`config.mk`:
```
export PLATFORM = sky130hd
export DESIGN_NAME = adder_sweep_ctrl_flat
export DESIGN_NICKNAME = d
export VERILOG_FILES = /design/src/rtl/adder_sweep_ctrl_if.sv /design/src/rtl/adder_sweep_ctrl.sv /design/src/flat_wrapper.sv
export SDC_FILE = /design/constraint.sdc
export NUM_CORES = 1
export LEC_CHECK = 0
export CAP_MARGIN = 20
export CORE_MARGIN = 3
export CORE_UTILIZATION = 40
export DETAILED_ROUTE_END_ITERATION = 10
export PLACE_DENSITY = 0.74
export SYNTH_ARGS = -nofsm -noshare
export SYNTH_HDL_FRONTEND = slang
export SYNTH_SLANG_ARGS = --single-unit
```
`constraint.sdc`:
```
create_clock -name clk -period 2.28 [get_ports clk]
set_input_delay 0.456 -clock clk [delete_from_list [all_inputs] [get_ports clk]]
set_output_delay 0.456 -clock clk [all_outputs]
set_load 0.02 [all_outputs]
```
`src/rtl/adder_sweep_ctrl_if.sv`:
```
// adder_sweep_ctrl_if: operand/result/status bundle between the sweep controller and its user
interface adder_sweep_ctrl_if #(parameter int WIDTH = 4);
  logic start;
  logic [WIDTH-1:0] term_1;
  logic [WIDTH-1:0] term_2;
  logic [WIDTH:0] sum_in;
  logic busy;
  logic done;
  logic [2*WIDTH:0] err_count;
  logic first_err_valid;
  logic [WIDTH-1:0] first_err_a;
  logic [WIDTH-1:0] first_err_b;
  logic [WIDTH:0] first_err_sum;
  modport slave (
    input start, sum_in,
    output term_1, term_2, busy, done, err_count, first_err_valid, first_err_a, first_err_b, first_err_sum
  );
  modport master (
    output start, sum_in,
    input term_1, term_2, busy, done, err_count, first_err_valid, first_err_a, first_err_b, first_err_sum
  );
endinterface

```
`src/rtl/adder_sweep_ctrl.sv`:
```
// adder_sweep_ctrl: exhaustive adder sweep and check; ADDER_SWEEP_STOP_ON_ERR_EN stops on first mismatch
module adder_sweep_ctrl #(
  parameter int WIDTH = 4,
  parameter int SETTLE_CYCLES = 2
) (
  input logic clk,
  input logic rst,
  adder_sweep_ctrl_if.slave bus
);
  typedef enum logic [1:0] {IDLE, SETTLE, CHECK, DONE} state_t;
  localparam logic [7:0] RELOAD = 8'(SETTLE_CYCLES - 1);
  state_t state, nxt;
  logic [WIDTH-1:0] a, b, fa, fb;
  logic [WIDTH:0] fs, golden;
  logic [7:0] cnt;
  logic [2*WIDTH:0] errs;
  logic fev, mismatch, last, accept, stop;
  assign golden = {1'b0, a} + {1'b0, b};
  assign mismatch = bus.sum_in != golden;
  assign last = &{a, b};
  assign accept = bus.start && (state == IDLE || state == DONE);
`ifdef ADDER_SWEEP_STOP_ON_ERR_EN
  assign stop = mismatch;
`else
  assign stop = 1'b0;
`endif
  // state register
  always_ff @(posedge clk or posedge rst)
    if (rst) state <= IDLE;
    else state <= nxt;
  // next state: starts are only honoured when idle or done
  always_comb begin
    nxt = state;
    case (state)
      IDLE, DONE: nxt = accept ? SETTLE : state;
      SETTLE: nxt = cnt == 8'd0 ? CHECK : SETTLE;
      default: nxt = (last || stop) ? DONE : SETTLE;
    endcase
  end
  // operands, settle counter and error bookkeeping
  always_ff @(posedge clk or posedge rst) begin
    if (rst) begin
      a <= '0;
      b <= '0;
      cnt <= '0;
      errs <= '0;
      fev <= 1'b0;
      fa <= '0;
      fb <= '0;
      fs <= '0;
    end else if (accept) begin
      a <= '0;
      b <= '0;
      cnt <= RELOAD;
      errs <= '0;
      fev <= 1'b0;
      fa <= '0;
      fb <= '0;
      fs <= '0;
    end else if (state == SETTLE) begin
      cnt <= cnt - 8'd1;
    end else if (state == CHECK) begin
      if (mismatch) begin
        errs <= errs + (2*WIDTH+1)'(1);
        if (!fev) begin
          fev <= 1'b1;
          fa <= a;
          fb <= b;
          fs <= bus.sum_in;
        end
      end
      if (nxt == SETTLE) begin
        {a, b} <= {a, b} + (2*WIDTH)'(1);
        cnt <= RELOAD;
      end
    end
  end
  assign bus.term_1 = a;
  assign bus.term_2 = b;
  assign bus.busy = state == SETTLE || state == CHECK;
  assign bus.done = state == DONE;
  assign bus.err_count = errs;
  assign bus.first_err_valid = fev;
  assign bus.first_err_a = fa;
  assign bus.first_err_b = fb;
  assign bus.first_err_sum = fs;
endmodule

```
`src/flat_wrapper.sv`:
```
// flat-port wrapper written by rule: the top's interface ports become plain ports
module adder_sweep_ctrl_flat 
#(
  parameter int WIDTH = 4,
  parameter int SETTLE_CYCLES = 2
)
  (clk, rst, bus_start, bus_sum_in, bus_term_1, bus_term_2, bus_busy, bus_done, bus_err_count, bus_first_err_valid, bus_first_err_a, bus_first_err_b, bus_first_err_sum);
  adder_sweep_ctrl_if #(.WIDTH(WIDTH)) bus_i ();
  input logic clk;
  input logic rst;
  input wire logic [$bits(bus_i.start)-1:0] bus_start;
  input wire logic [$bits(bus_i.sum_in)-1:0] bus_sum_in;
  output wire logic [$bits(bus_i.term_1)-1:0] bus_term_1;
  output wire logic [$bits(bus_i.term_2)-1:0] bus_term_2;
  output wire logic [$bits(bus_i.busy)-1:0] bus_busy;
  output wire logic [$bits(bus_i.done)-1:0] bus_done;
  output wire logic [$bits(bus_i.err_count)-1:0] bus_err_count;
  output wire logic [$bits(bus_i.first_err_valid)-1:0] bus_first_err_valid;
  output wire logic [$bits(bus_i.first_err_a)-1:0] bus_first_err_a;
  output wire logic [$bits(bus_i.first_err_b)-1:0] bus_first_err_b;
  output wire logic [$bits(bus_i.first_err_sum)-1:0] bus_first_err_sum;
  assign bus_i.start = bus_start;
  assign bus_i.sum_in = bus_sum_in;
  assign bus_term_1 = bus_i.term_1;
  assign bus_term_2 = bus_i.term_2;
  assign bus_busy = bus_i.busy;
  assign bus_done = bus_i.done;
  assign bus_err_count = bus_i.err_count;
  assign bus_first_err_valid = bus_i.first_err_valid;
  assign bus_first_err_a = bus_i.first_err_a;
  assign bus_first_err_b = bus_i.first_err_b;
  assign bus_first_err_sum = bus_i.first_err_sum;
  adder_sweep_ctrl #(.WIDTH(WIDTH), .SETTLE_CYCLES(SETTLE_CYCLES)) u_core (.clk(clk), .rst(rst), .bus(bus_i));
endmodule
```
==> metrics.md, run 1 <==
| Metric | Value |
|---|---|
| Fillers | 490 |
| Critical path buffer and inverter count | 2 |
| Clock Tree Buf Depth | 2 |
| Starting Density | 41.7% |
| CORE AREA | roughly 5600 µm² |
| Die Width | slightly above 80 µm |
| GP Congestion | between 0.7 and 0.8 |
| Hold WS | 0.510 ns |
| Worst hold path class | flop to flop |
| Worst Path Arrival | approximately 2.5 ns |
| Routed vias/inst | 5.71 |
| Synth area leader | dfrtp_1 |
| Yosys cell types | between 50 and 60 |
| Leak pwr | 1.32 nW |
| Pwr dens | between 400 and 500 nW/µm² |
| Io pins | between 40 and 50 |
| FFs w/ async S/R, synth | 100% |
| Antenna Nets Post-Route | 0 |
| Setup_tns | 0 ns |
| 1st-pass router iterations | 5 |
| Worst endpoint required time | ~2.5 ns |
| Top_reg_cell synth | dfrtp_1 |
| Synth top area share | 44.2% |
| Max transition margin | approximately two thirds |
| Nets@finish | 315 |
| Startpoint types | flop |
| Tot GR Track Use | between 15 and 20% |
| Sequential cell area fraction in the yosys report | 44.2% |
| DR WL/cell | approximately 16 µm |
| Tcrit/Tclk final | 99.9% |
| DRC | 0 |
| Site row count | 27 |
| Final setup violation count | 0 |
| Maxcap violations | 0 |
| Pin slew with the least headroom to its limit | between 0.5 and 0.6 ns |
| Num CTS Buffers | 5 |
| Tmin final | between 2 and 2.5 ns |
| Number of warnings issued by yosys | 0 |
| Later-pin clock latency in the skew report | about 0.3 ns |
| Worst-path cell chain | ha_4 > fa_2 > xor2_1 > nor3_2 > nand4b_1 > buf_6 > o221ai_4 > buf_12 > a22o_1 |
| CP max stage delay | 0.52 ns |
| Root Driver | clkbuf_8 |
| Worst Path Max Fanout | 13 |
| DR iter-0 viols | ~150 |
| Top delay family on crit path | adder cells |
| Global-route wire length before repair | 9660 µm |
| Number of synthesized flops with an enable pin | 0 |
| Worst-path clk slew | about 0.080 ns |
| Crit. End Element | flop |
| Avg Inst Size Synth | 9.80 µm² |
| H-tree levels | 2 |
| Cell count after synthesis | 237 |
| Worst path slowest cell | fa_2 |
| Vias in the first global route | ~2000 |
| Final core occ | 55.3% |
| Die area | around 6800 µm² |
| Max Clk Rate | around 440 MHz |
| RSZ-0062 raised after global routing | true |
| Initial antenna violation count | 0 |
| Setup CP Type | flop to flop |
| Layout overhead on the synthesized area | 32.8% |
| Net Count, Synth | around 260 |
| Seq cells post-synth | 41 |
| Die H | approximately 80 µm |
| Status | finished, final reports clean |
| Final Hold Vio Count | 0 |
| Dpl hpwl | about 4000 µm |
| Syn Std Cell Area | ~2300 µm² |
| Fin. max-slew vios | 0 |
| Peak supply drop | about 0.00024 V |
| Design Power | around 1.4 mW |
| CTS tree | done |
| Fin Clk Skew | 0.00846 ns |
| Ratio of cells with drive above 1 in the final layout | between 10% and 20% |
| Hold buffers post-CTS | 0 |
| Routed WL | a little under 6000 µm |
| Largest net degree at the start of global routing | 42 |
| TritonCTS Sinks | 41 |
| IO Port Bufs | 40 |
| Synth top area cells | dfrtp_1, a22o_1, ha_1 |
| Grt total ovfl | 0 |
| Antenna Diode Count | 0 |
| Vias | about 2100 |
-- path summary, 6_finish.rpt --
kind / start / end / slack [ns] / cells past startpoint
max reg2reg: u_core.bus.term_2[0] / u_core.bus.first_err_b[3] / 0.001 / 9
min: u_core.bus.first_err_a[0] / u_core.bus.first_err_a[0] / 0.51 / 1
min in group asynchronous: rst / u_core.bus.first_err_sum[4] / 0.57 / 3
max: u_core.bus.term_2[0] / u_core.bus.first_err_b[3] / 0.001 / 9
max in group asynchronous: rst / u_core.bus.term_1[0] / 1.30 / 3
min reg2reg: u_core.bus.first_err_a[0] / u_core.bus.first_err_a[0] / 0.51 / 1
-- per-stage QoR --
step	worst slack, ns	std cells	cell area, µm²
global route	-0.0943	369	3080
CTS	0.00329	368	3060
global placement	0.0227	359	2930
floorplan	-0.00602	237	2350
detailed placement	-0.00579	359	2930
finish	0.00141	369	3080
-- kinds of logic (layout without fill, tap and decap cells) --
group	after synthesis	count (layout)	share of synthesized area, %
compound gates	77	77	24.0
xor+xnor	7	7	2.64
fa+ha+maj	11	11	6.25
buf+inv	21	81	4.63
flops	41	41	44.2
mux	4	4	1.83
simple gates	76	76	16.4
-- routing by layer --
metal	vias to the layer above	GRT usage (%)	wire length, µm
met5	-	0	0
met3	10	2.39	269
met4	0	6.48	89
li1	992	-	-
met1	1031	25.0	2540
met2	75	29.7	2860
-- cell usage in the layout, fill, tap and decap left out, drive strengths merged, types with 3 or more instances in the layout --
| cell | synthesis | routed |
|---|---|---|
| inv | 8 | 8 |
| clkbuf | 6 | 5 |
| xnor2 | 3 | 3 |
| a21oi | 16 | 16 |
| a22o | 22 | 22 |
| nand2 | 17 | 17 |
| nand3 | 11 | 11 |
| or3 | 3 | 3 |
| clkdlybuf4s50 | 0 | 39 |
| nor2b | 3 | 3 |
| xor2 | 4 | 4 |
| nor2 | 19 | 19 |
| nor3 | 6 | 6 |
| and3 | 3 | 3 |
| dfrtp | 41 | 41 |
| o21ai | 17 | 17 |
| ha | 10 | 10 |
| nand4 | 4 | 4 |
| buf | 6 | 24 |
| o31ai | 4 | 4 |
-- repair_timing --
item	in CTS	in global routing
setup buffers	1	1
gates resized for setup	2	4
setup endpoints to repair	14	18
pin swaps	1	0
gates cloned	0	0
-- cell usage after synthesis, types with 5 or more instances --
| master | n |
|---|---|
| a21oi_1 | 16 |
| nor2_1 | 19 |
| dfrtp_1 | 41 |
| a22o_1 | 22 |
| nor3_1 | 5 |
| ha_1 | 10 |
| nand3_1 | 11 |
| inv_1 | 8 |
| nand2_1 | 17 |
| o21ai_0 | 17 |
| clkbuf_1 | 6 |
-- registers in the layout (all words and copies together), names as in the netlist --
register	cells
u_core.bus.first_err_sum	5
u_core.bus.first_err_a	4
u_core.bus.term_2	4
u_core.bus.first_err_valid	1
u_core.bus.first_err_b	4
u_core.bus.err_count	9
u_core.state	2
u_core.bus.term_1	4
u_core.cnt	8
-- cell type report --
class	count	area [µm²]	share of cell area [%]
clock buffer	5	68.8	2.23
clock inverter	3	46.3	1.50
inverter	9	33.8	1.10
multi-input combinational	175	1220	39.4
sequential	41	1030	33.4
tap	72	90.1	2.92
timing repair buffer	64	599	19.4
-- power breakdown --
part	switching [mW]	internal, mW
logic	0.0267	0.0209
registers	0	0.726
clock network	0.283	0.328
total	0.309	1.08
No activity file was read; power rests on OpenSTA's default activity.
==> run 2: changes to the inputs <==
--- a/config.mk
+++ b/config.mk
@@ -6,6 +6,7 @@
 export NUM_CORES = 1
 export LEC_CHECK = 0
 export CAP_MARGIN = 20
+export CORE_ASPECT_RATIO = 1.4
 export CORE_MARGIN = 3
 export CORE_UTILIZATION = 40
 export DETAILED_ROUTE_END_ITERATION = 10
==> metrics.md, run 2 (same netlist as run 1, synthesis figures left out) <==
| Metric | Value |
|---|---|
| Startpoint types | flop |
| Largest net degree at the start of global routing | 25 (-40%) |
| Worst-path cell chain | ha_4 > fa_2 > xor2_1 > nor3_2 > nand4b_1 > o2111a_2 > a22o_1 |
| Worst hold path class | input pin to asynchronous set/reset pin |
| Fin. max-slew vios | 0 (unchanged) |
| Fin Clk Skew | 0.00399 ns (-0.00447 ns) |
| Initial antenna violation count | 0 (unchanged) |
| Flop2flop setup slack | -0.02 ns (-0.02 ns) |
| Post-Layout Inst Area | 3100 µm² (+0.69%) |
| Antenna Nets Post-Route | 0 (unchanged) |
| Crit path from | u_core.bus.term_2[0] |
| Worst slack at placement | -0.0617 ns (-0.0559 ns) |
| DR WL/cell | 16.1 µm (+3.2%) |
| Placed inst area | 2930 µm² (+0.26%) |
| CORE AREA | 5570 µm² (-0.16%) |
| Tmin final | 2.30 ns (+0.0238 ns) |
| Pin slew with the least headroom to its limit | 0.546 ns (+0.0158 ns) |
| Starting Density | 41.7% (+0.066 points) |
| Reg-to-reg endpoint | u_core.bus.first_err_a[2] |
| Maxcap violations | 0 (unchanged) |
| Final Hold Vio Count | 0 (unchanged) |
| Die Width | 70.4 µm (-14%) |
| RSZ-0062 raised after global routing | true |
| Design Power | 1.39 mW (+0.73%) |
| Power Internal | 1.11 mW (+3.2%) |
| CTS tree | done |
| Root Driver | clkbuf_8 |
| Die area | 6770 µm² (+0.19%) |
| Die H | 96.2 µm (+17%) |
| Switch share | 20.4% (-1.9 points) |
| Antenna Diode Count | 0 (unchanged) |
| Violated checks | setup timing |
| Reg power frac | 52.1% (-0.4 points) |
| Net Sw Power | 285 µW (-7.9%) |
| IO Port Bufs | 40 (unchanged) |
| Clock Tree Buf Depth | 2 (unchanged) |
| H-tree levels | 2 (unchanged) |
| Tcrit/Tclk final | 101% (+1.0 points) |
| Crit. End Element | flop |
| Worst path slowest cell | fa_2 |
| Reg area | 1030 µm² (unchanged) |
| Reg2Reg Depth | 7 (-2) |
| Worst endpoint required time | 2.46 ns (about the same) |
| Max FFs per register | 9 (unchanged) |
| Hold buffers post-CTS | 0 (unchanged) |
| Footprint of the multi-input gates | 1220 µm² (unchanged) |
| Setup CP Type | flop to flop |
| Worst Path Arrival | 2.48 ns (about the same) |
| Final setup violation count | 13 (+13) |
| DR iter-0 viols | 130 (-12%) |
| Site row count | 32 (+19%) |
| Most frequent cells in the layout | clkdlybuf4s50_1, dfrtp_1, a22o_1 |
| Max transition margin | 63.6% (-1.1 points) |
| Later-pin clock latency in the skew report | 0.29 ns (about the same) |
| Io pins | 41 (unchanged) |
| FF-to-FF Start | u_core.bus.term_2[0] |
| Tot GR Track Use | 18.3% (about the same) |
| Final WS setup | -0.0224 ns (-0.0238 ns) |
| GP Congestion | 0.866 (+9.8%) |
| Vias in the first global route | 2197 (+11%) |
| TritonCTS Sinks | 41 (unchanged) |
| Routed vias/inst | 5.83 (+2.1%) |
| Crit path capture | u_core.bus.first_err_a[2] |
| Setup_tns | -0.140 ns (-0.140 ns) |
| Global-route wire length before repair | 10000 µm (+3.6%) |
| Grt total ovfl | 0 (unchanged) |
| Routed WL | 5890 µm (+2.1%) |
| Peak supply drop | 0.000417 V (+74%) |
| Worst Path Max Fanout | 13 (unchanged) |
| CP max stage delay | 0.53 ns (about the same) |
| Logic pwr share | 4.0% (+0.6 points) |
| Max Clk Rate | 434 MHz (-1.0%) |
| DRC | 0 (unchanged) |
| Ratio of cells with drive above 1 in the final layout | 14.8% (-0.34 points) |
| Clock group share of total power | 44.0% (about the same) |
| Dpl hpwl | 4260 µm (+3.8%) |
| Status | finished, violations left |
| Num CTS Buffers | 5 (unchanged) |
| Nets@finish | 315 (unchanged) |
| Leak pwr | 1.34 nW (+1.1%) |
| Layout overhead on the synthesized area | 33.7% |
| Vias | 2128 (+0.95%) |
| Pwr dens | 449 nW/µm² (about the same) |
| 1st-pass router iterations | 4 (-1) |
| Worst-path clk slew | 0.08 ns (about the same) |
| Fillers | 481 (-1.8%) |
run 2: cell types whose count changed in the layout (fill, tap and decap cells not counted):
cell        before  now
buf_12           1    3
clkbuf_8         5    6
clkbuf_1         0    1
clkinv_4         1    0
buf_4           21   19
clkinvlp_4       1    0
run 2: power by group through the flow:
stage / clock network [mW] / logic (mW) / registers, mW
6_report: 0.613 / 0.0553 / 0.726
5_1_grt: 0.653 / 0.0614 / 0.726
4_1_cts: 0.630 / 0.0547 / 0.726
3_5_place_dp: 0 / 0.0508 / 0.741
3_3_place_gp: 0 / 0.0498 / 0.741
2_1_floorplan: 0 / 0.0221 / 0.741
run 2: how the worst min path moves through the flow:
stage                                      from                     endpoint  slack (ns)  depth (start not counted)
finish                                      rst    u_core.bus.first_err_a[0]        0.50                          2
CTS                                         rst         u_core.bus.term_2[0]        0.51                          2
detailed placement    u_core.bus.first_err_b[2]    u_core.bus.first_err_b[2]        0.48                          1
global placement    u_core.bus.first_err_sum[2]  u_core.bus.first_err_sum[2]        0.48                          1
global route        u_core.bus.first_err_sum[3]  u_core.bus.first_err_sum[3]        0.52                          1
floorplan                         u_core.cnt[1]                u_core.cnt[1]        0.47                          2
run 2: stage by stage:
step	hold slack (ns)	util, %	cells
5_1_grt	0.522	55.8	365
4_1_cts	0.506	55.6	365
2_1_floorplan	0.470	-	237
3_5_place_dp	0.482	52.7	355
6_report	0.505	55.8	365
3_3_place_gp	0.485	52.7	355
run 2: what timing repair did:
item | in CTS | in global routing
setup buffers | 2 | 0
resized for setup | 3 | 3
pin swaps | 1 | 0
setup endpoints to repair | 14 | 23
run 2: metal layers:
layer,wire length [µm],vias to the layer above,global-route usage (%)
li1,-,1006,-
met5,0,-,0
met3,246,16,4.18
met1,2540,1038,22.2
met2,2970,68,31.2
met4,126,0,7.83
run 2: area by class of cell:
class | count | area share (%)
clock buffer | 7 | 2.78
clock inverter | 1 | 0.967
inverter | 9 | 1.09
multi-input combinational | 175 | 39.2
sequential | 41 | 33.1
tap | 68 | 2.74
timing repair buffer | 64 | 20.1
run 2: worst max-delay path, delay by kind of cell, from the launching register on:
| kind | cells | cell delay [ns] |
|---|---|---|
| adders and majority gates | 2 | 0.70 |
| AOI/OAI and AO/OA | 2 | 0.67 |
| DFF | 1 | 0.43 |
| and+or+nand+nor | 2 | 0.31 |
| xor gates and xnor gates | 1 | 0.07 |
==> run 3: changes to the inputs <==
--- a/config.mk
+++ b/config.mk
@@ -11,6 +11,7 @@
 export CORE_UTILIZATION = 40
 export DETAILED_ROUTE_END_ITERATION = 10
 export PLACE_DENSITY = 0.74
+export RECOVER_POWER = 100
 export SYNTH_ARGS = -nofsm -noshare
 export SYNTH_HDL_FRONTEND = slang
 export SYNTH_SLANG_ARGS = --single-unit
==> metrics.md, run 3 (same netlist as run 1, synthesis figures left out) <==
| Metric | Value |
|---|---|
| Worst endpoint required time | 2.46 ns (about the same) |
| Final setup violation count | 13 (unchanged) |
| Net Sw Power | 283 µW (-0.74%) |
| Footprint of the multi-input gates | 1220 µm² (unchanged) |
| Vias | 2114 (-0.66%) |
| H-tree levels | 2 (unchanged) |
| Max Clk Rate | 435 MHz (+0.21%) |
| Worst-path clk slew | 0.08 ns (about the same) |
| Worst Path Max Fanout | 13 (unchanged) |
| Clock group share of total power | 44.1% (about the same) |
| Later-pin clock latency in the skew report | 0.29 ns (about the same) |
| Peak supply drop | 0.000415 V (-0.48%) |
| Layout overhead on the synthesized area | 32.4% |
| Pwr dens | 452 nW/µm² (+0.52%) |
| Ratio of cells with drive above 1 in the final layout | 13.5% (-1.3 points) |
| Hold WS | 0.499 ns (-0.00549 ns) |
| Max transition margin | 34.1% (-29 points) |
| Pin slew with the least headroom to its limit | 0.988 ns (+0.442 ns) |
| Worst Path Arrival | 2.48 ns (about the same) |
| Worst hold path class | flop to flop |
| Max FFs per register | 9 (unchanged) |
| RSZ-0062 raised after global routing | true |
| Starting Density | 41.7% (unchanged) |
| Setup CP Type | flop to flop |
| Leak pwr | 1.43 nW (+6.6%) |
| Io pins | 41 (unchanged) |
| Hold buffers post-CTS | 0 (unchanged) |
| DRC | 0 (unchanged) |
| Grt total ovfl | 0 (unchanged) |
| 1st-pass router iterations | 4 (unchanged) |
| CORE AREA | 5570 µm² (unchanged) |
| Die H | 96.2 µm (unchanged) |
| Die Width | 70.4 µm (unchanged) |
| Routed vias/inst | 5.79 (-0.66%) |
| Most frequent cells in the layout | dfrtp_1, dlygate4sd3_1, a22o_1 |
| Maxcap violations | 0 (unchanged) |
| Fin Clk Skew | 0.00339 ns (-0.000598 ns) |
| Nets@finish | 315 (unchanged) |
| Die area | 6770 µm² (unchanged) |
| Design Power | 1.39 mW (-0.45%) |
| CTS tree | done |
| DR iter-0 viols | 149 (+15%) |
| DR WL/cell | 16.0 µm (-0.71%) |
| Num CTS Buffers | 5 (unchanged) |
| Tmin final | 2.30 ns (-0.00480 ns) |
| Root Driver | clkbuf_8 |
| Status | finished, violations left |
| Logic pwr share | 3.6% (-0.4 points) |
| Tot GR Track Use | 18.3% (unchanged) |
| Antenna Diode Count | 0 (unchanged) |
| Dpl hpwl | 4260 µm (unchanged) |
| GP Congestion | 0.866 (unchanged) |
| Violated checks | setup timing |
| TritonCTS Sinks | 41 (unchanged) |
| Largest net degree at the start of global routing | 25 (unchanged) |
| Initial antenna violation count | 0 (unchanged) |
| Startpoint types | flop |
| Commonest non-fill, non-tap cell in the layout | dfrtp_1 |
| Global-route wire length before repair | 10000 µm (unchanged) |
| Final WS setup | -0.0176 ns (+0.00480 ns) |
| Fillers | 490 (+1.9%) |
| Clock Tree Buf Depth | 2 (unchanged) |
| Final Hold Vio Count | 0 (unchanged) |
| Power Internal | 1.11 mW (-0.37%) |
| Fin. max-slew vios | 0 (unchanged) |
| Switch share | 20.4% (-0.060 points) |
| Crit. End Element | flop |
| Vias in the first global route | 2197 (unchanged) |
| Site row count | 32 (unchanged) |
| Antenna Nets Post-Route | 0 (unchanged) |
| Routed WL | 5840 µm (-0.71%) |
| Reg power frac | 52.3% (+0.2 points) |
| Tcrit/Tclk final | 101% (-0.21 points) |
| IO Port Bufs | 40 (unchanged) |
| Reg area | 1030 µm² (unchanged) |
[run 3: cell count changes in the layout (fill, tap and decap cells not counted), sizes merged]
cell and delta:
clkbuf +5, dlygate4sd3 +33, buf -5, clkdlybuf4s50 -33
[run 3: layout make-up]
cell class / count / area share (%)
multi-input combinational: 175 / 39.6
sequential: 41 / 33.5
timing repair buffer: 64 / 19.3
clock buffer: 7 / 2.81
tap: 68 / 2.77
inverter: 9 / 1.10
clock inverter: 1 / 0.977
[run 3: worst max-delay path, stage by stage (launching register included)]
cell and delay [ns]:
dfrtp_2 0.43, ha_4 0.17, fa_2 0.53, xor2_1 0.07, nor3_2 0.11, nand4b_1 0.20
o2111a_2 0.41, a22o_1 0.26
[run 3: per-stage QoR]
stage          setup slack (ns)    TNS, ns  cells  util (%)  area [µm²]
2_1_floorplan          -0.00602   -0.00602    237         -        2350
3_3_place_gp            0.00591          0    355      52.7        2930
3_5_place_dp            -0.0617     -0.655    355      52.7        2930
4_1_cts               -0.000109  -0.000109    365      55.6        3090
5_1_grt                 -0.0985      -1.22    365      55.2        3070
6_report                -0.0176    -0.0795    365      55.2        3070
[run 3: power groups by stage]
stage | clock, mW | sequential, mW | combinational (mW)
global placement | 0 | 0.741 | 0.0498
CTS | 0.630 | 0.726 | 0.0547
detailed placement | 0 | 0.741 | 0.0508
global route | 0.653 | 0.726 | 0.0567
finish | 0.612 | 0.726 | 0.0506
floorplan | 0 | 0.741 | 0.0221
[run 3: worst paths after layout]
| path | start | end | slack, ns | depth (start not counted) |
|---|---|---|---|---|
| setup reg to reg | u_core.bus.term_1[0] | u_core.bus.first_err_a[2] | -0.02 | 7 |
| min in group asynchronous | rst | u_core.bus.first_err_a[0] | 0.61 | 2 |
| max in group asynchronous | rst | u_core.bus.err_count[7] | 0.41 | 3 |
| hold / removal | u_core.bus.first_err_a[3] | u_core.bus.first_err_a[3] | 0.50 | 1 |
| setup / recovery | u_core.bus.term_1[0] | u_core.bus.first_err_a[2] | -0.02 | 7 |
| hold reg to reg | u_core.bus.first_err_a[3] | u_core.bus.first_err_a[3] | 0.50 | 1 |
[run 3: what timing repair did]
item,CTS,global route
pin swaps,1,0
setup endpoints to repair,14,23
setup buffers,2,0
gates resized for setup,3,3
[run 3: per-layer routing]
metal  wire [µm]  global-route usage, %  up-vias
met1        2510                   22.2     1025
met2        2940                   31.2       71
li1            -                      -     1001
met3         255                   4.18       17
met4         144                   7.83        0
met5           0                      0        -
